[src/rtl/screen_ctrl_pkg.sv]
// Shared definitions for the screen controller: init-ROM entry types,
// panel opcodes, FSM state encodings and the fixed window-setup byte stream.
package screen_ctrl_pkg;

    typedef enum logic [1:0] {
        ENT_CMD = 2'd0,
        ENT_DAT = 2'd1,
        ENT_DLY = 2'd2,
        ENT_END = 2'd3
    } entry_t;

    localparam logic [7:0] OP_SWRESET = 8'h01;
    localparam logic [7:0] OP_SLPOUT  = 8'h11;
    localparam logic [7:0] OP_DISPON  = 8'h29;
    localparam logic [7:0] OP_CASET   = 8'h2A;
    localparam logic [7:0] OP_RASET   = 8'h2B;
    localparam logic [7:0] OP_RAMWR   = 8'h2C;
    localparam logic [7:0] OP_COLMOD  = 8'h3A;
    localparam logic [7:0] COLMOD_16B = 8'h55;

    typedef enum logic [2:0] {
        ST_HWRST = 3'd0,
        ST_WAKE  = 3'd1,
        ST_INIT  = 3'd2,
        ST_WIN   = 3'd3,
        ST_FETCH = 3'd4,
        ST_PIXEL = 3'd5
    } state_t;

    localparam logic [3:0] WIN_LAST = 4'd10;

    // Window setup: CASET 0..511, RASET 0..255, then RAMWR.
    function automatic logic [7:0] win_byte(input logic [3:0] i);
        logic [7:0] b;
        case (i)
            4'd0:    b = OP_CASET;
            4'd3:    b = 8'h01;
            4'd4:    b = 8'hFF;
            4'd5:    b = OP_RASET;
            4'd9:    b = 8'hFF;
            4'd10:   b = OP_RAMWR;
            default: b = 8'h00;
        endcase
        return b;
    endfunction

    function automatic logic win_is_cmd(input logic [3:0] i);
        return (i == 4'd0) || (i == 4'd5) || (i == WIN_LAST);
    endfunction

endpackage

[src/rtl/screen_init_rom.sv]
// Panel power-up script: combinational table of {type, value} entries.
module screen_init_rom
    import screen_ctrl_pkg::*;
(
    input  logic [5:0] i_idx,
    output logic [9:0] o_entry
);

    always_comb begin
        o_entry = {ENT_END, 8'h00};
        case (i_idx)
            6'd0:    o_entry = {ENT_CMD, OP_SWRESET};
            6'd1:    o_entry = {ENT_DLY, 8'd150};
            6'd2:    o_entry = {ENT_CMD, OP_SLPOUT};
            6'd3:    o_entry = {ENT_DLY, 8'd255};
            6'd4:    o_entry = {ENT_CMD, OP_COLMOD};
            6'd5:    o_entry = {ENT_DAT, COLMOD_16B};
            6'd6:    o_entry = {ENT_CMD, OP_DISPON};
            default: ;
        endcase
    end

endmodule

[src/rtl/screen_ctrl.sv]
// Streams the 512x256 1-bpp Hack screen RAM to an SPI LCD panel as
// 16-bit pixels, after a hardware reset, wake delay and init script.
//
//   state | meaning
//   HWRST | lcd_resn low for RST_CYCLES
//   WAKE  | lcd_resn high, wait WAKE_CYCLES
//   INIT  | run init ROM script (cmd / data / delay / end)
//   WIN   | send column/row window and RAMWR
//   FETCH | present scr_addr, latch screen word
//   PIXEL | send 16 D16 words, LSB first
module screen_ctrl
    import screen_ctrl_pkg::*;
#(
    parameter int RST_CYCLES  = 1000,
    parameter int WAKE_CYCLES = 150000,
    parameter int DLY_SHIFT   = 10,
    parameter int FRAME_WORDS = 8192
) (
    input  logic        clk,
    input  logic        rst,
    input  logic        spi_ready,
    output logic        spi_startC,
    output logic        spi_startD8,
    output logic        spi_startD16,
    output logic [15:0] spi_data,
    output logic [12:0] scr_addr,
    input  logic [15:0] scr_rdata,
    output logic        lcd_resn,
    output logic        frame_done
);

    localparam logic [17:0] RST_LAST  = 18'(RST_CYCLES - 1);
    localparam logic [17:0] WAKE_LAST = 18'(WAKE_CYCLES - 1);
    localparam logic [12:0] LAST_ADDR = 13'(FRAME_WORDS - 1);

    state_t      r_state;
    logic [17:0] r_tmr;
    logic [5:0]  r_idx;
    logic [3:0]  r_win_idx;
    logic [1:0]  r_fph;
    logic [12:0] r_addr;
    logic [12:0] r_scr_addr;
    logic [15:0] r_pix;
    logic [3:0]  r_bit;
    logic        r_hold;
    logic        r_lcd_resn;
    logic        r_frame_done;

    logic [9:0]  w_entry;
    entry_t      w_etype;
    logic [7:0]  w_evalue;
    logic [17:0] w_dly_target;
    logic        w_dly_done;
    logic        w_send;
    logic        w_fire;
    logic        w_kind_c;
    logic        w_kind_d8;
    logic        w_kind_d16;
    logic [15:0] w_data;

    screen_init_rom u_rom (
        .i_idx   (r_idx),
        .o_entry (w_entry)
    );

    assign w_etype      = entry_t'(w_entry[9:8]);
    assign w_evalue     = w_entry[7:0];
    assign w_dly_target = 18'(w_evalue) << DLY_SHIFT;
    assign w_dly_done   = (r_tmr + 18'd1) >= w_dly_target;

    // Payload and pulse type are decoded from registered state only, so
    // spi_data cannot move within the cycle a start pulse is high.
    always_comb begin
        w_send     = 1'b0;
        w_kind_c   = 1'b0;
        w_kind_d8  = 1'b0;
        w_kind_d16 = 1'b0;
        w_data     = 16'h0000;
        case (r_state)
            ST_INIT: begin
                if (w_etype == ENT_CMD || w_etype == ENT_DAT) begin
                    w_send    = 1'b1;
                    w_kind_c  = (w_etype == ENT_CMD);
                    w_kind_d8 = (w_etype == ENT_DAT);
                    w_data    = {8'h00, w_evalue};
                end
            end
            ST_WIN: begin
                w_send    = 1'b1;
                w_kind_c  = win_is_cmd(r_win_idx);
                w_kind_d8 = !win_is_cmd(r_win_idx);
                w_data    = {8'h00, win_byte(r_win_idx)};
            end
            ST_PIXEL: begin
                w_send     = 1'b1;
                w_kind_d16 = 1'b1;
                w_data     = r_pix[r_bit] ? 16'h0000 : 16'hFFFF;
            end
            default: ;
        endcase
    end

    // r_hold masks spi_ready for the one cycle the serializer needs to drop it.
    assign w_fire       = w_send && spi_ready && !r_hold;
    assign spi_startC   = w_fire && w_kind_c;
    assign spi_startD8  = w_fire && w_kind_d8;
    assign spi_startD16 = w_fire && w_kind_d16;
    assign spi_data     = w_data;
    assign scr_addr     = r_scr_addr;
    assign lcd_resn     = r_lcd_resn;
    assign frame_done   = r_frame_done;

    always_ff @(posedge clk or posedge rst) begin
        if (rst) begin
            r_state      <= ST_HWRST;
            r_tmr        <= 18'd0;
            r_idx        <= 6'd0;
            r_win_idx    <= 4'd0;
            r_fph        <= 2'd0;
            r_addr       <= 13'd0;
            r_scr_addr   <= 13'd0;
            r_pix        <= 16'h0000;
            r_bit        <= 4'd0;
            r_hold       <= 1'b0;
            r_lcd_resn   <= 1'b0;
            r_frame_done <= 1'b0;
        end else begin
            r_hold       <= w_fire;
            r_frame_done <= 1'b0;
            case (r_state)
                ST_HWRST: begin
                    if (r_tmr == RST_LAST) begin
                        r_tmr      <= 18'd0;
                        r_lcd_resn <= 1'b1;
                        r_state    <= ST_WAKE;
                    end else begin
                        r_tmr <= r_tmr + 18'd1;
                    end
                end
                ST_WAKE: begin
                    if (r_tmr == WAKE_LAST) begin
                        r_tmr   <= 18'd0;
                        r_idx   <= 6'd0;
                        r_state <= ST_INIT;
                    end else begin
                        r_tmr <= r_tmr + 18'd1;
                    end
                end
                ST_INIT: begin
                    case (w_etype)
                        ENT_CMD, ENT_DAT: begin
                            if (w_fire) r_idx <= r_idx + 6'd1;
                        end
                        ENT_DLY: begin
                            if (w_dly_done) begin
                                r_tmr <= 18'd0;
                                r_idx <= r_idx + 6'd1;
                            end else begin
                                r_tmr <= r_tmr + 18'd1;
                            end
                        end
                        default: begin
                            r_win_idx <= 4'd0;
                            r_state   <= ST_WIN;
                        end
                    endcase
                end
                ST_WIN: begin
                    if (w_fire) begin
                        if (r_win_idx == WIN_LAST) begin
                            r_addr  <= 13'd0;
                            r_fph   <= 2'd0;
                            r_state <= ST_FETCH;
                        end else begin
                            r_win_idx <= r_win_idx + 4'd1;
                        end
                    end
                end
                ST_FETCH: begin
                    // ph0 presents the address, ph1 covers RAM latency, ph2 latches.
                    case (r_fph)
                        2'd0: begin
                            r_scr_addr <= r_addr;
                            r_fph      <= 2'd1;
                        end
                        2'd1: r_fph <= 2'd2;
                        default: begin
                            r_pix   <= scr_rdata;
                            r_bit   <= 4'd0;
                            r_fph   <= 2'd0;
                            r_state <= ST_PIXEL;
                        end
                    endcase
                end
                ST_PIXEL: begin
                    if (w_fire) begin
                        if (r_bit == 4'd15) begin
                            r_fph <= 2'd0;
                            if (r_addr == LAST_ADDR) begin
                                r_frame_done <= 1'b1;
                                r_addr       <= 13'd0;
                                r_win_idx    <= 4'd0;
                                r_state      <= ST_WIN;
                            end else begin
                                r_addr  <= r_addr + 13'd1;
                                r_state <= ST_FETCH;
                            end
                        end else begin
                            r_bit <= r_bit + 4'd1;
                        end
                    end
                end
                default: r_state <= ST_HWRST;
            endcase
        end
    end

endmodule

[config.mk]
export PLATFORM = sky130hd
export DESIGN_NAME = screen_ctrl
export DESIGN_NICKNAME = d
export VERILOG_FILES = /design/src/rtl/screen_ctrl_pkg.sv /design/src/rtl/screen_init_rom.sv /design/src/rtl/screen_ctrl.sv
export SDC_FILE = /design/constraint.sdc
export NUM_CORES = 1
export LEC_CHECK = 0
export BUFFER_PORTS_ARGS = -buffer_cell sky130_fd_sc_hd__clkbuf_2
export CAP_MARGIN = 20
export CORE_MARGIN = 1
export CORE_UTILIZATION = 55
export CTS_BUF_LIST = sky130_fd_sc_hd__clkbuf_8
export DETAILED_ROUTE_END_ITERATION = 10
export PLACE_DENSITY = 0.78
export SETUP_SLACK_MARGIN = 0.1
export SLEW_MARGIN = 15
export SYNTH_ARGS = -nofsm -noshare
export SYNTH_HDL_FRONTEND = slang
export SYNTH_SLANG_ARGS = --single-unit
export TNS_END_PERCENT = 10
[constraint.sdc]
create_clock -name clk -period 3.6 [get_ports clk]
set_input_delay 0.36 -clock clk [delete_from_list [all_inputs] [get_ports clk]]
set_output_delay 0.36 -clock clk [all_outputs]
set_load 0.01 [all_outputs]
After elaboration in Yosys (flattened, before gate mapping)

Index checks and enable logic that the tools add are counted.

Bits in registers: 82
Bits of input ports: 19
Output and inout bits: 34
Logic and storage cells: 155

Add/subtract/negate cells: 5
Bitwise logic cells: 1
Muxes and demuxes: 61
Magnitude comparators: 2
Reductions and logical operators: 36
Equal/unequal tests: 38

Operator list:

| cell                                                                    | number |
|---|---|
| 18-bit 2-to-1 mux                                                       | 4 |
| 10-bit one-hot mux with 7 select lines                                  | 1 |
| 13-bit 2-to-1 mux                                                       | 5 |
| 18-bit one-hot mux with 3 select lines                                  | 1 |
| 16-bit one-hot mux with 3 select lines                                  | 1 |
| 8-bit one-hot mux with 5 select lines                                   | 1 |
| 4-bit 2-to-1 mux                                                        | 9 |
| 3-bit 2-to-1 mux                                                        | 9 |
| 13-bit one-hot mux with 2 select lines                                  | 1 |
| 2-bit inequality test, second input constant                            | 12 |
| 6-bit one-hot mux with 2 select lines                                   | 2 |
| 18-bit by 1-bit adder with 18-bit output, second input constant         | 1 |
| 18-bit by 10-bit equality test with 1-bit output, second input constant | 1 |
| 18-bit equality test, second input constant                             | 1 |
| 6-bit by 3-bit equality test with 1-bit output, second input constant   | 3 |
| 18-bit >= comparator                                                    | 1 |
| 6-bit 2-to-1 mux                                                        | 3 |
| 3-bit one-hot mux with 6 select lines                                   | 1 |
| 16-bit 2-to-1 mux                                                       | 1 |
| 5-bit AND reduction                                                     | 3 |
| 13-bit by 1-bit adder with 13-bit output, second input constant         | 1 |
| 13-bit equality test, second input constant                             | 1 |
| 4-bit equality test, second input constant                              | 3 |
| 6-bit by 2-bit equality test with 1-bit output, second input constant   | 2 |
| other kinds (38)                                                        | 75 |

Longest topological paths before layout

Gate-level depths: netlist of run 1.

Depth in word-level cells: 11
Gate-level depth with buffers: 16
Gate-level depth less buffers: 14

By module

A second synthesis of run 1 with hierarchy kept.

Cell total of the unflattened synthesis: 562
Area total of the unflattened synthesis: 5295.1 um^2

By module, submodules not included:

| module          | cells an instance | sequential area each (um^2) | times used | area each (um^2) |
|---|---|---|---|---|
| screen_ctrl     | 536               | 2052.0                      | 1          | 5117.4 |
| screen_init_rom | 26                | 0.0                         | 1          | 177.7 |

Least setup slack after synthesis of run 1

No wires, ideal clock.

Path kind: register -> register
From: register r_tmr[0]
To: register r_tmr[6]
Slack: 0.259 ns
Required time: 3.479 ns
Path buffers: 2
Stages on the path, launching flop included: 17
Period minus slack after synthesis: 3.341 ns
Data arrival time: 3.220 ns
Cell sequence: dfrtp_1 -> ha_1 -> clkbuf_2 -> and3_1 -> nand2_1 -> nor2_1 -> and2_1 -> and3_1 -> xor2_1 -> ha_1 -> nand4_1 -> nor4_1 -> o21ai_1 -> o211ai_4 -> buf_6 -> o21ai_1 -> a22o_1

Longest elaborated chain between the ends: 5
Elaborated cells between the ends (all ways): 9
Classes of those cells: add/sub (1); order compare (1); eq/ne (2); mux (5)

RTL lines:

| item                                     | RTL line           | text |
|---|---|---|
| start: declaration                       | screen_ctrl.sv:37  | `logic [17:0] r_tmr;` |
| start signal: assignment                 | screen_ctrl.sv:137 | `r_tmr <= r_tmr + 18'd1;` |
| start signal: assignment                 | screen_ctrl.sv:146 | `r_tmr <= r_tmr + 18'd1;` |
| start signal: assignment                 | screen_ctrl.sv:159 | `r_tmr <= r_tmr + 18'd1;` |
| 18-bit by 1-bit adder with 18-bit output | --                 |  |
| 18-bit >= comparator                     | screen_ctrl.sv:69  | `assign w_dly_done = (r_tmr + 18'd1) >= w_dly_target;` |
| 18-bit 2-to-1 mux                        | screen_ctrl.sv:155 | `if (w_dly_done) begin` |
| 18-bit 2-to-1 mux                        | screen_ctrl.sv:150 | `case (w_etype)` |
| 18-bit one-hot mux with 3 select lines * | screen_ctrl.sv:130 | `case (r_state)` |

Every way passes the cells marked *; elsewhere a longest branch is shown, timed or not. The select of a mux whose other input is x is not followed.
A chain may end at the register's enable or synchronous reset.

Worst setup path after layout of run 1

From: register r_tmr[1]
To: register r_tmr[0]

Longest elaborated chain between the ends: 5
Elaborated cells between the ends (all ways): 9
Classes of those cells: add/sub (1); order compare (1); eq/ne (2); mux (5)

RTL lines:

| item                                     | RTL line |
|---|---|
| 18-bit by 1-bit adder with 18-bit output | screen_ctrl.sv:69 |
| 18-bit >= comparator                     | screen_ctrl.sv:69 |
| 18-bit 2-to-1 mux                        | screen_ctrl.sv:155 |
| 18-bit 2-to-1 mux                        | screen_ctrl.sv:150 |
| 18-bit one-hot mux with 3 select lines * | screen_ctrl.sv:130 |

Marks and branches as above.

==> run summary, run 1 <==
Global-route usage over all layers - 24.4%
Cell count of the worst hold path - 2
Crit path max fanout - 14
Leading cell type in the layout, fill and taps excluded - sky130_fd_sc_hd__dfrtp_1
Effective utilization at floorplan - 57.2%
Ratio of final minimum period to clock period - 95.8%
Number of remaining DRC errors - 0
Number of setup violations in the final report - 0
Final cell count without fillers - 671
Die area - 0.00950 mm2
Core area - 0.00876 mm2
Predominant post-synthesis flop cell - sky130_fd_sc_hd__dfrtp_1
Cells along the critical path - ha_1 > and3_2 > nand2_1 > nor2_2 > and2_4 > and3_1 > xor2_1 > ha_1 > nand4_1 > nor4_2 > o21ai_2 > o211ai_4 > buf_4 > nor2_4 > mux2_2
Number of placed instances with taps included - 645
Fill cell instance count of the final layout - 722
Sequential cell area fraction in the yosys report - 40.9%
PortBufs - 52
Overall via count from detail_route - 4,089
Pre-CTS worst setup slack - 16.3 ps
Die extent in x - 97.5 um
Flip-flop and latch count after synthesis - 82
Max Slew Vio Count - 0
Worst min-delay path category - in2reg
Slowest Stage Delay on Critical Path - 430 ps
Largest net degree at the start of global routing - 60
Global-route wire length before repair - 18,900 um
Endpoint of the lowest-slack register-to-register path - r_tmr[0]
RSZ-0062 raised after global routing - true
Number of search-and-repair iterations in the first detailed-routing pass - 5
Row Count - 34
Clock buffers created by TritonCTS - 9
Final net count - 597
Cell count of the worst reg-to-reg path - 15
Fin crit period - 3450 ps
Average vias per placed instance - 6.09
Cell variety after synth - 64
Highest-count cells in the layout ignoring fill and taps - sky130_fd_sc_hd__dfrtp_1, sky130_fd_sc_hd__clkbuf_2, sky130_fd_sc_hd__nand2_1
Finished Core Util - 64.1%
Global route overflow - 0
Share of post-route cells with drive strength above 1 - 27.0%
Hold Fails Final Rpt - 0
Data required time of the critical path - 3860 ps
Synthesized Nets - 546
Minimum setup slack in the final design - 152 ps
Skew final - 9.25 ps
Endpoint type of the worst setup path - register
Worst rel slew slack - 41.9%
Register-to-register path setup slack - 150 ps
Max Buffers Root-to-Sink - 2
Timing-limited maximum frequency - 0.290 GHz
Number of max-cap violations - 0
Routed Antenna Nets - 0
Synthesis Warnings - 0
Antenna violations before repair - 0
Avg Inst Size Synth - 9.88 um2
Leakage power - 0.00275 uW
Worst setup path category - reg2reg
Min-Delay Endpoint - r_pix[7]
Top-level I/O count - 53
Source of the worst register-to-register timing path - r_tmr[1]
WL final - 11,200 um
Power per unit of standard cell area - 290 mW/mm2
Total half-perimeter wirelength after legalization and detailed placement - 8000 um
Routability congestion estimate from global placement - 0.863
Vertical die dimension - 97.5 um
EDFF count, synth - 0
Source-to-sink clock delay at the later pin of the worst-skew pair - 370 ps
CTS clk-pin slew, worst paths - 90 ps
P&R area growth vs syn - 12.1%
Cells after Synth - 507
Number of antenna cells inserted - 0
TritonCTS clock tree - built
Slew @ Worst Pin - 872 ps
Number of global-route vias before repair - 3,883
Synth Cell Area - 0.00501 mm2
Outcome - finished, final reports clean
Data arrival time of the critical path - 3700 ps
Library cell used as clock root buffer - sky130_fd_sc_hd__clkbuf_8
Share of flip-flops with an asynchronous set or reset after synthesis - 100%
Type of element launching the critical path - register
Most used cell, CP - sky130_fd_sc_hd__ha_1
Worst-case vdd ir drop - 0.000350 V
Clock Sinks - 82
Wire per inst - 16.7 um
Critical path origin - r_tmr[1]
Final hold slack - 224 ps
Cell with the largest stage delay on the worst path - sky130_fd_sc_hd__dfrtp_1
Deepest level of the CTS H-tree - 3
Startpoint of the worst hold path - scr_rdata[7]
Detailed Route Iter0 Violations - 276
report_power, final:
part	switching [uW]	total (uW)	internal, uW
registers	0.925	922	921
logic	24.5	37.5	13.0
clock network	400	672	272
sequential cells by signal, summed over array words and instances (netlist names), 2 cells and up:
register   cells
r_tmr         18
r_pix         16
r_idx          6
r_bit          4
scr_addr      13
r_win_idx      4
r_state        3
r_addr        13
r_fph          2
through the flow:
| step | setup TNS, ps | total power (uW) | instance area [um2] |
|---|---|---|---|
| CTS | 0 | 1640 | 5530 |
| global route | -85.6 | 1690 | 5620 |
| floorplan | 0 | 958 | 5010 |
| global placement | 0 | 975 | 5300 |
| finish | 0 | 1630 | 5620 |
| detailed placement | 0 | 976 | 5300 |
worst max path at each step:
| stage | slack (ps) | cells after the start | to |
|---|---|---|---|
| after floorplan | 260 | 16 | r_tmr[6] |
| after global placement | 140 | 14 | r_tmr[6] |
| after detailed placement | 20 | 15 | r_tmr[6] |
| after CTS | 90 | 6 | spi_data[0] |
| after global routing | -40 | 15 | r_tmr[16] |
| final | 150 | 15 | r_tmr[0] |
layer usage:
metal	wire, um	share of wire [%]	GRT usage [%]
met1	5070	45	34.0
met2	5460	49	39.1
met5	0	0	0
met3	444	4.0	3.38
met4	203	1.8	8.94
cell families (layout without fill, tap and decap cells):
family                     count (synthesis)  count (layout)  synth area share (%)
xor gates and xnor gates                  19              19                  3.32
buffers and inverters                     45             101                  4.92
muxes                                     41              41                  10.2
adders and majority gates                 20              20                  4.99
AOI/OAI and AO/OA                        114             114                  15.7
DFF                                       82              82                  40.9
and+or+nand+nor                          186             186                  19.9
timing repair:
action | in CTS | in global routing
gates resized for setup | 1 | 10
pin swaps | 1 | 4
hold endpoints to repair | 0 | 23
setup endpoints to repair | 15 | 25
hold buffers | 0 | 1
buffers inserted | 4 | 4
synthesized netlist by cell type (all sizes together) (2+ instances only):
library cell  number  share of area [%]
dfrtp             82                 41
o21ai             43                4.4
nor2              38                3.0
nand2             37                2.8
mux2              32                7.2
buf               23                3.2
nand3             21                2.1
ha                20                5.0
a21oi             19                2.0
a22o              16                2.8
and3              16                2.1
nor2b             15                1.9
nor3              15                1.7
clkbuf            11               0.87
inv               11               0.82
xor2              11                1.9
o211ai             8                1.6
xnor2              8                1.4
and4               6                1.0
nand4              6               0.75
and2               5               0.62
mux4               5                2.2
nand2b             5               0.62
or3                5               0.62
a31oi              4               0.50
mux2i              4               0.80
nand3b             4               0.67
nor4               4               0.50
o31ai              4               0.60
a21o               3               0.45
a22oi              3               0.45
o41ai              3               0.67
or2                3               0.37
and2b              2               0.30
and4b              2               0.40
o22ai              2               0.37
critical path: cells and delay by family, from the launching register on:
kind / cells / cell delay [ps]
and+or+nand+nor: 8 / 1380
adders and majority gates: 2 / 530
DFF: 1 / 430
AOI/OAI and AO/OA: 2 / 370
muxes: 1 / 290
xor gates and xnor gates: 1 / 160
buffers and inverters: 1 / 160
cell type report:
class                           instances  area [um2]  share of cell area (%)
Multi-Input combinational cell        380        2750                    48.9
Timing Repair Buffer                   74         440                    7.84
Clock buffer                            9         124                    2.21
Inverter                               11        42.5                   0.758
Clock inverter                          7        72.6                    1.29
Sequential cell                        82        2050                    36.6
Tap cell                              108         135                    2.41
Note: power is estimated with default switching activity, not from simulation.
==> run 2: changes to the inputs <==
--- a/config.mk
+++ b/config.mk
@@ -5,6 +5,7 @@
 export SDC_FILE = /design/constraint.sdc
 export NUM_CORES = 1
 export LEC_CHECK = 0
+export ABC_CLOCK_PERIOD_IN_PS = 3600
 export BUFFER_PORTS_ARGS = -buffer_cell sky130_fd_sc_hd__clkbuf_2
 export CAP_MARGIN = 20
 export CORE_MARGIN = 1
==> constraint.sdc (replaced) <==
create_clock -name clk -period 3.6 [get_ports clk]
set_input_delay 0.54 -clock clk [delete_from_list [all_inputs] [get_ports clk]]
set_output_delay 0.54 -clock clk [all_outputs]
set_load 0.01 [all_outputs]
==> run summary, run 2 (synthesis results as in run 1) <==
Largest register by flop count - r_tmr (unchanged)
Leading cell type in the layout, fill and taps excluded - sky130_fd_sc_hd__dfrtp_1 (unchanged)
Max Buffers Root-to-Sink - 2 (unchanged)
Antenna violations before repair - 0 (unchanged)
Average vias per placed instance - 6.13 (was 6.09)
Number of search-and-repair iterations in the first detailed-routing pass - 5 (unchanged)
Total negative slack - 0 ps (unchanged)
Highest-count cells in the layout ignoring fill and taps - sky130_fd_sc_hd__dfrtp_1, sky130_fd_sc_hd__clkbuf_2, sky130_fd_sc_hd__nand2_1 (unchanged)
Clock buffers created by TritonCTS - 9 (unchanged)
Hold Fails Final Rpt - 0 (unchanged)
Number of antenna cells inserted - 0 (unchanged)
Type of element launching the critical path - register (unchanged)
Sequential cell area - 0.00205 mm2 (about the same)
Die extent in x - 97.5 um (unchanged)
Power per unit of standard cell area - 294 mW/mm2 (was 290 mW/mm2)
Global route overflow - 0 (unchanged)
PortBufs - 52 (unchanged)
Number of setup violations in the final report - 0 (unchanged)
Global-route usage over all layers - 23.9% (was 24.4%)
Source-to-sink clock delay at the later pin of the worst-skew pair - 360 ps (was 370 ps)
Area of the multi-input gates - 0.00277 mm2 (was 0.00275 mm2)
Vertical die dimension - 97.5 um (unchanged)
Share of post-route cells with drive strength above 1 - 27.5% (was 27.0%)
Final net count - 598 (was 597)
Fin crit period - 3360 ps (was 3450 ps)
Total chip power - 1670 uW (was 1630 uW)
Number of global-route vias before repair - 3,874 (was 3,883)
Data required time of the critical path - 3860 ps (about the same)
Routability congestion estimate from global placement - 0.882 (was 0.863)
Library cell used as clock root buffer - sky130_fd_sc_hd__clkbuf_8 (unchanged)
Timing-limited maximum frequency - 0.298 GHz (was 0.290 GHz)
Endpoint type of the worst setup path - register (unchanged)
Global-route wire length before repair - 18,500 um (was 18,900 um)
Detailed Route Iter0 Violations - 238 (was 276)
Worst min-delay path category - in2async (was in2reg)
Outcome - finished, final reports clean (unchanged)
Top-level I/O count - 53 (unchanged)
Slew @ Worst Pin - 854 ps (was 872 ps)
Core area - 0.00876 mm2 (unchanged)
Max Slew Vio Count - 0 (unchanged)
Source of the worst register-to-register timing path - r_tmr[0] (was r_tmr[1])
Total half-perimeter wirelength after legalization and detailed placement - 7860 um (was 8000 um)
Die area - 0.00950 mm2 (unchanged)
Ratio of final minimum period to clock period - 93.3% (was 95.8%)
Crit path max fanout - 7 (was 14)
Row Count - 34 (unchanged)
Data arrival time of the critical path - 3620 ps (was 3700 ps)
Slowest Stage Delay on Critical Path - 430 ps (about the same)
Clock Sinks - 82 (unchanged)
Leakage power - 0.00277 uW (was 0.00275 uW)
TritonCTS clock tree - built (unchanged)
Crit path buffers/inverters - 2 (was 1)
Number of max-cap violations - 0 (unchanged)
CTS clk-pin slew, worst paths - 90 ps (about the same)
Worst rel slew slack - 43.1% (was 41.9%)
RSZ-0062 raised after global routing - false (was true)
Worst setup path category - reg2reg (unchanged)
Flip-flop count of the largest register after layout - 18 (unchanged)
Skew final - 8.11 ps (was 9.25 ps)
Register-to-register path setup slack - 240 ps (was 150 ps)
Number of remaining DRC errors - 0 (unchanged)
Largest registers - r_tmr (18), r_pix (16) (unchanged)
Fill cell instance count of the final layout - 685 (was 722)
Cell family contributing the most delay on the critical path - simple AND/OR/NAND/NOR gates (unchanged)
P&R area growth vs syn - 13.2% (was 12.1%)
Endpoint of the lowest-slack register-to-register path - r_tmr[7] (was r_tmr[0])
Cell count of the worst reg-to-reg path - 16 (was 15)
Wire per inst - 16.3 um (was 16.7 um)
Deepest level of the CTS H-tree - 3 (unchanged)
Largest net degree at the start of global routing - 49 (was 60)
Effective utilization at floorplan - 57.2% (unchanged)
WL final - 10,900 um (was 11,200 um)
Routed Antenna Nets - 0 (unchanged)
Cell with the largest stage delay on the worst path - sky130_fd_sc_hd__dfrtp_1 (unchanged)
Worst-case vdd ir drop - 0.000248 V (was 0.000350 V)
Cells along the critical path - ha_2 > and3_4 > nand2_1 > nor2_2 > and2_4 > and3_4 > xor2_1 > ha_1 > nand4_1 > nor4_2 > o21ai_1 > o211ai_4 > buf_12 > buf_6 > o21ai_1 > a22o_1 (was ha_1 > and3_2 > nand2_1 > nor2_2 > and2_4 > and3_1 > xor2_1 > ha_1 > nand4_1 > nor4_2 > o21ai_2 > o211ai_4 > buf_4 > nor2_4 > mux2_2)
Overall via count from detail_route - 4,122 (was 4,089)
[run 2: cell count changes in the layout (fill, tap and decap cells not counted), sizes merged]
| cell | delta |
|---|---|
| buf | +1 |
| bufinv | +1 |
| dlygate4sd3 | -1 |
| inv | -1 |
| clkbuf | +2 |
| clkinv | -2 |
| clkinvlp | +1 |
[run 2: area by class of cell]
class | count | share of cell area [%]
multi-input combinational | 380 | 48.8
sequential | 82 | 36.2
timing repair buffer | 75 | 8.23
clock buffer | 10 | 2.43
tap | 108 | 2.38
clock inverter | 6 | 1.26
inverter | 11 | 0.750
[run 2: metal layers]
metal  wire [um]  track usage (%)
met5           0                0
met4         194             6.90
met3         441             4.89
met2        5230             37.3
met1        5060             33.7
[run 2: worst register-to-register path, stage by stage (launching register included)]
cell	delay (ps)
sky130_fd_sc_hd__dfrtp_1	430
sky130_fd_sc_hd__ha_2	210
sky130_fd_sc_hd__and3_4	190
sky130_fd_sc_hd__nand2_1	80
sky130_fd_sc_hd__nor2_2	130
sky130_fd_sc_hd__and2_4	170
sky130_fd_sc_hd__and3_4	190
sky130_fd_sc_hd__xor2_1	80
sky130_fd_sc_hd__ha_1	320
sky130_fd_sc_hd__nand4_1	120
sky130_fd_sc_hd__nor4_2	330
sky130_fd_sc_hd__o21ai_1	160
sky130_fd_sc_hd__o211ai_4	290
sky130_fd_sc_hd__buf_12	160
sky130_fd_sc_hd__buf_6	120
sky130_fd_sc_hd__o21ai_1	70
sky130_fd_sc_hd__a22o_1	200
[run 2: repair_timing]
action                                 CTS  global route
setup endpoints to repair               12            22
endpoints found under the hold margin    0             0
hold buffers                             0             0
gates resized for setup                  1            14
buffers inserted                         2             6
pin swaps                                1             7
gates cloned                             0             1
[run 2: stage by stage]
stage	util, %	cell area (um2)	hold slack [ps]	setup WS, ps	cells
2_1_floorplan	-	5010	474	259	507
5_1_grt	64.7	5670	373	40.5	672
3_3_place_gp	60.6	5310	486	156	647
3_5_place_dp	60.6	5310	495	45.5	647
4_1_cts	63.4	5560	318	136	665
6_report	64.7	5670	303	240	672
[run 2: worst max-delay path by stage]
stage / startpoint / end / slack (ps) / cells past startpoint
after global placement: r_tmr[0] / r_tmr[6] / 160 / 15
after global routing: r_tmr[0] / r_tmr[6] / 40 / 16
after detailed placement: r_tmr[0] / r_tmr[5] / 50 / 15
after CTS: r_tmr[0] / r_tmr[6] / 140 / 16
after floorplan: r_tmr[0] / r_tmr[6] / 260 / 16
final: r_tmr[0] / r_tmr[7] / 240 / 16
[run 2: power by group]
group | internal, uW | switching, uW | total [uW]
clock | 347 | 367 | 714
sequential | 921 | 0.860 | 922
combinational | 10.8 | 24.2 | 35.0
==> run 3: changes to the inputs <==
--- a/config.mk
+++ b/config.mk
@@ -5,14 +5,16 @@
 export SDC_FILE = /design/constraint.sdc
 export NUM_CORES = 1
 export LEC_CHECK = 0
+export ABC_AREA = 1
 export ABC_CLOCK_PERIOD_IN_PS = 3600
 export BUFFER_PORTS_ARGS = -buffer_cell sky130_fd_sc_hd__clkbuf_2
 export CAP_MARGIN = 20
 export CORE_MARGIN = 1
-export CORE_UTILIZATION = 55
+export CORE_UTILIZATION = 56
 export CTS_BUF_LIST = sky130_fd_sc_hd__clkbuf_8
 export DETAILED_ROUTE_END_ITERATION = 10
-export PLACE_DENSITY = 0.78
+export HOLD_SLACK_MARGIN = 0.1
+export PLACE_DENSITY = 0.79
 export SETUP_SLACK_MARGIN = 0.1
 export SLEW_MARGIN = 15
 export SYNTH_ARGS = -nofsm -noshare
==> run summary, run 3 <==
Leakage power - 0.00293 uW (was 0.00277 uW)
Top-level I/O count - 53 (unchanged)
Sequential cell area fraction in the yosys report - 40.0% (was 40.9%)
Number of antenna cells inserted - 0 (unchanged)
Post-CTS setup-driven buffer insertion count - 0 (was 2)
Largest register by flop count - r_tmr (unchanged)
Multiplexer share of the synthesized area - 0.220% (was 10.2%)
Global route overflow - 0 (unchanged)
Number of remaining DRC errors - 6 (was 0)
PortBufs - 52 (unchanged)
Dominant combinational cell family by area after synthesis - simple AND/OR/NAND/NOR gates (unchanged)
Pre-CTS worst setup slack - 436 ps (was 45.5 ps)
Failing checks - design-rule violations
Critical path origin - r_tmr[0] (unchanged)
Final net count - 779 (was 598)
Die area - 0.00954 mm2 (was 0.00950 mm2)
Most instantiated library cell after synthesis - sky130_fd_sc_hd__nand2_1 (was sky130_fd_sc_hd__dfrtp_1)
Routability congestion estimate from global placement - 0.855 (was 0.882)
Cells after Synth - 691 (was 507)
Vertical die dimension - 97.7 um (was 97.5 um)
Ratio of final minimum period to clock period - 87.2% (was 93.3%)
Max Slew Vio Count - 0 (unchanged)
Yosys top cell area share - 40.0% (was 40.9%)
Total negative slack - 0 ps (unchanged)
Startpoint of the worst hold path - scr_rdata[8]
Predominant post-synthesis flop cell - sky130_fd_sc_hd__dfrtp_1 (unchanged)
Leading cell type in the layout, fill and taps excluded - sky130_fd_sc_hd__nand2_1 (was sky130_fd_sc_hd__dfrtp_1)
Fill cell instance count of the final layout - 785 (was 685)
Number of search-and-repair iterations in the first detailed-routing pass - 8 (was 5)
Source-to-sink clock delay at the later pin of the worst-skew pair - 360 ps (about the same)
Synthesis Warnings - 0 (unchanged)
P&R area growth vs syn - 9.50% (was 13.2%)
Routed Antenna Nets - 0 (unchanged)
Global-route usage over all layers - 25.6% (was 23.9%)
Max Buffers Root-to-Sink - 2 (unchanged)
Worst rel slew slack - 52.3% (was 43.1%)
Fin crit period - 3140 ps (was 3360 ps)
Post-Synth XOR/XNOR Area - 1.71% (was 3.32%)
Number of max-cap violations - 0 (unchanged)
Die extent in x - 97.7 um (was 97.5 um)
Deepest level of the CTS H-tree - 3 (unchanged)
Simple-gate share of the synthesized area - 32.2% (was 19.9%)
RSZ-0062 raised after global routing - false (unchanged)
Synth Cell Area - 0.00512 mm2 (was 0.00501 mm2)
Cell variety after synth - 42 (was 64)
Largest net degree at the start of global routing - 41 (was 49)
Effective utilization at floorplan - 58.2% (was 57.2%)
Worst min-delay path category - in2reg (was in2async)
Global-route wire length before repair - 19,900 um (was 18,500 um)
Overall via count from detail_route - 4,623 (was 4,122)
Average vias per placed instance - 5.42 (was 6.13)
Timing-limited maximum frequency - 0.319 GHz (was 0.298 GHz)
Number of global-route vias before repair - 4,385 (was 3,874)
Library cell with the largest summed area after synthesis - sky130_fd_sc_hd__dfrtp_1 (unchanged)
Slowest Stage Delay on Critical Path - 460 ps (was 430 ps)
Row Count - 34 (unchanged)
Slew @ Worst Pin - 713 ps (was 854 ps)
Detailed Route Iter0 Violations - 280 (was 238)
Fraction of the mapped netlist area in compound gates - 11.2% (was 15.7%)
Outcome - complete, but fails checks (was finished, final reports clean)
Clock Sinks - 82 (unchanged)
Skew final - 11.5 ps (was 8.11 ps)
Cells along the critical path - ha_1 > nand3_1 > inv_1 > nand3_1 > nor2_1 > nand3_1 > nor2_1 > nand2_1 > nand2_1 > inv_1 > ha_1 > nand2_1 > inv_1 > nand2_1 > nor2_1 > nand4_1 > nor2_1 > nand2_2 > nand2_2 > nand2_4 > nand2_4 > o21ai_0 (was ha_2 > and3_4 > nand2_1 > nor2_2 > and2_4 > and3_4 > xor2_1 > ha_1 > nand4_1 > nor4_2 > o21ai_1 > o211ai_4 > buf_12 > buf_6 > o21ai_1 > a22o_1)
Share of flip-flops with an asynchronous set or reset after synthesis - 100% (unchanged)
Power per unit of standard cell area - 281 mW/mm2 (was 294 mW/mm2)
Flip-flop and latch count after synthesis - 82 (unchanged)
Data required time of the critical path - 3830 ps (was 3860 ps)
TritonCTS clock tree - built (unchanged)
Core area - 0.00881 mm2 (was 0.00876 mm2)
CTS clk-pin slew, worst paths - 100 ps (was 90 ps)
Number of setup violations in the final report - 0 (unchanged)
Synthesized Nets - 730 (was 546)
Clock buffers created by TritonCTS - 9 (unchanged)
Largest registers - r_tmr (18), r_pix (16) (unchanged)
Library cell used as clock root buffer - sky130_fd_sc_hd__clkbuf_8 (unchanged)
Wire per inst - 13.6 um (was 16.3 um)
Endpoint type of the worst setup path - register (unchanged)
Hold Fails Final Rpt - 0 (unchanged)
Cell with the largest stage delay on the worst path - sky130_fd_sc_hd__dfrtp_2 (was sky130_fd_sc_hd__dfrtp_1)
Flip-flop count of the largest register after layout - 18 (unchanged)
Source of the worst register-to-register timing path - r_tmr[0] (unchanged)
EDFF count, synth - 0 (unchanged)
WL final - 11,600 um (was 10,900 um)
Worst setup path category - reg2reg (unchanged)
Area share of fa/ha/maj cells after synthesis - 4.88% (was 4.99%)
Most area-consuming cells after synthesis - sky130_fd_sc_hd__dfrtp_1, sky130_fd_sc_hd__nand2_1, sky130_fd_sc_hd__inv_1 (was sky130_fd_sc_hd__dfrtp_1, sky130_fd_sc_hd__mux2_2, sky130_fd_sc_hd__ha_1)
Total half-perimeter wirelength after legalization and detailed placement - 8870 um (was 7860 um)
Share of post-route cells with drive strength above 1 - 16.5% (was 27.5%)
Worst-case vdd ir drop - 0.000221 V (was 0.000248 V)
Minimum setup slack in the final design - 462 ps (was 240 ps)
Antenna violations before repair - 0 (unchanged)
Type of element launching the critical path - register (unchanged)
Data arrival time of the critical path - 3370 ps (was 3620 ps)
Crit path max fanout - 13 (was 7)
Most instantiated cells after synthesis - sky130_fd_sc_hd__nand2_1, sky130_fd_sc_hd__inv_1, sky130_fd_sc_hd__dfrtp_1 (was sky130_fd_sc_hd__dfrtp_1, sky130_fd_sc_hd__nand2_1, sky130_fd_sc_hd__nor2_1)
Highest-count cells in the layout ignoring fill and taps - sky130_fd_sc_hd__nand2_1, sky130_fd_sc_hd__inv_1, sky130_fd_sc_hd__dfrtp_1 (was sky130_fd_sc_hd__dfrtp_1, sky130_fd_sc_hd__clkbuf_2, sky130_fd_sc_hd__nand2_1)
Avg Inst Size Synth - 7.42 um2 (was 9.88 um2)
-- run 3: cells by family after synthesis --
| group | count (synthesis) |
|---|---|
| mux | 1 |
| fa+ha+maj | 20 |
| buf+inv | 119 |
| compound gates | 96 |
| xor+xnor | 10 |
| flops | 82 |
| simple gates | 363 |
-- run 3: through the flow --
stage	instance area (um2)	utilization, %	total power, uW	hold WS (ps)	instances
floorplan	5120	-	953	444	691
global placement	5420	61.6	969	429	836
detailed placement	5420	61.6	970	429	836
CTS	5610	63.7	1590	351	853
global route	5610	63.7	1630	363	853
finish	5610	63.7	1580	361	853
-- run 3: final timing paths --
| check | end | slack, ps | depth (start not counted) |
|---|---|---|---|
| worst min-delay path | r_pix[8] | 360 | 3 |
| worst max register to register | r_tmr[12] | 460 | 22 |
| max in group asynchronous | r_addr[10] | 2280 | 4 |
| min in group asynchronous | r_tmr[8] | 600 | 3 |
| worst max-delay path | r_tmr[12] | 460 | 22 |
| worst min register to register | r_pix[8] | 490 | 2 |
-- run 3: metal layers --
layer | up-vias | global-route usage (%) | share of wire [%]
met2 | 143 | 40.4 | 46
met3 | 24 | 4.75 | 6.2
met4 | 0 | 8.51 | 1.9
met1 | 2140 | 35.6 | 46
met5 | - | 0 | 0
li1 | 2316 | - | -
-- run 3: what timing repair did --
action                                 CTS  global route
setup endpoints to repair                0             3
hold buffers                             1             0
gates resized for setup                  0             1
endpoints found under the hold margin    8             0
-- run 3: layout make-up --
type	count	area, um2	share of cell area [%]
clock buffer	9	124	2.21
clock inverter	7	53.8	0.959
inverter	102	387	6.89
multi-input combinational	490	2570	45.9
sequential	82	2050	36.6
tap	108	135	2.41
timing repair buffer	55	285	5.08
-- run 3: critical path: cells and delay by family (launching register included) --
family	cells	cell delay (ps)
compound gates	1	120
fa+ha+maj	2	550
buf+inv	3	220
flops	1	460
simple gates	16	1690
-- run 3: power breakdown --
group	total, uW	switching [uW]	internal [uW]
sequential	920	0	920
clock	625	370	256
combinational	30.8	21.5	9.28
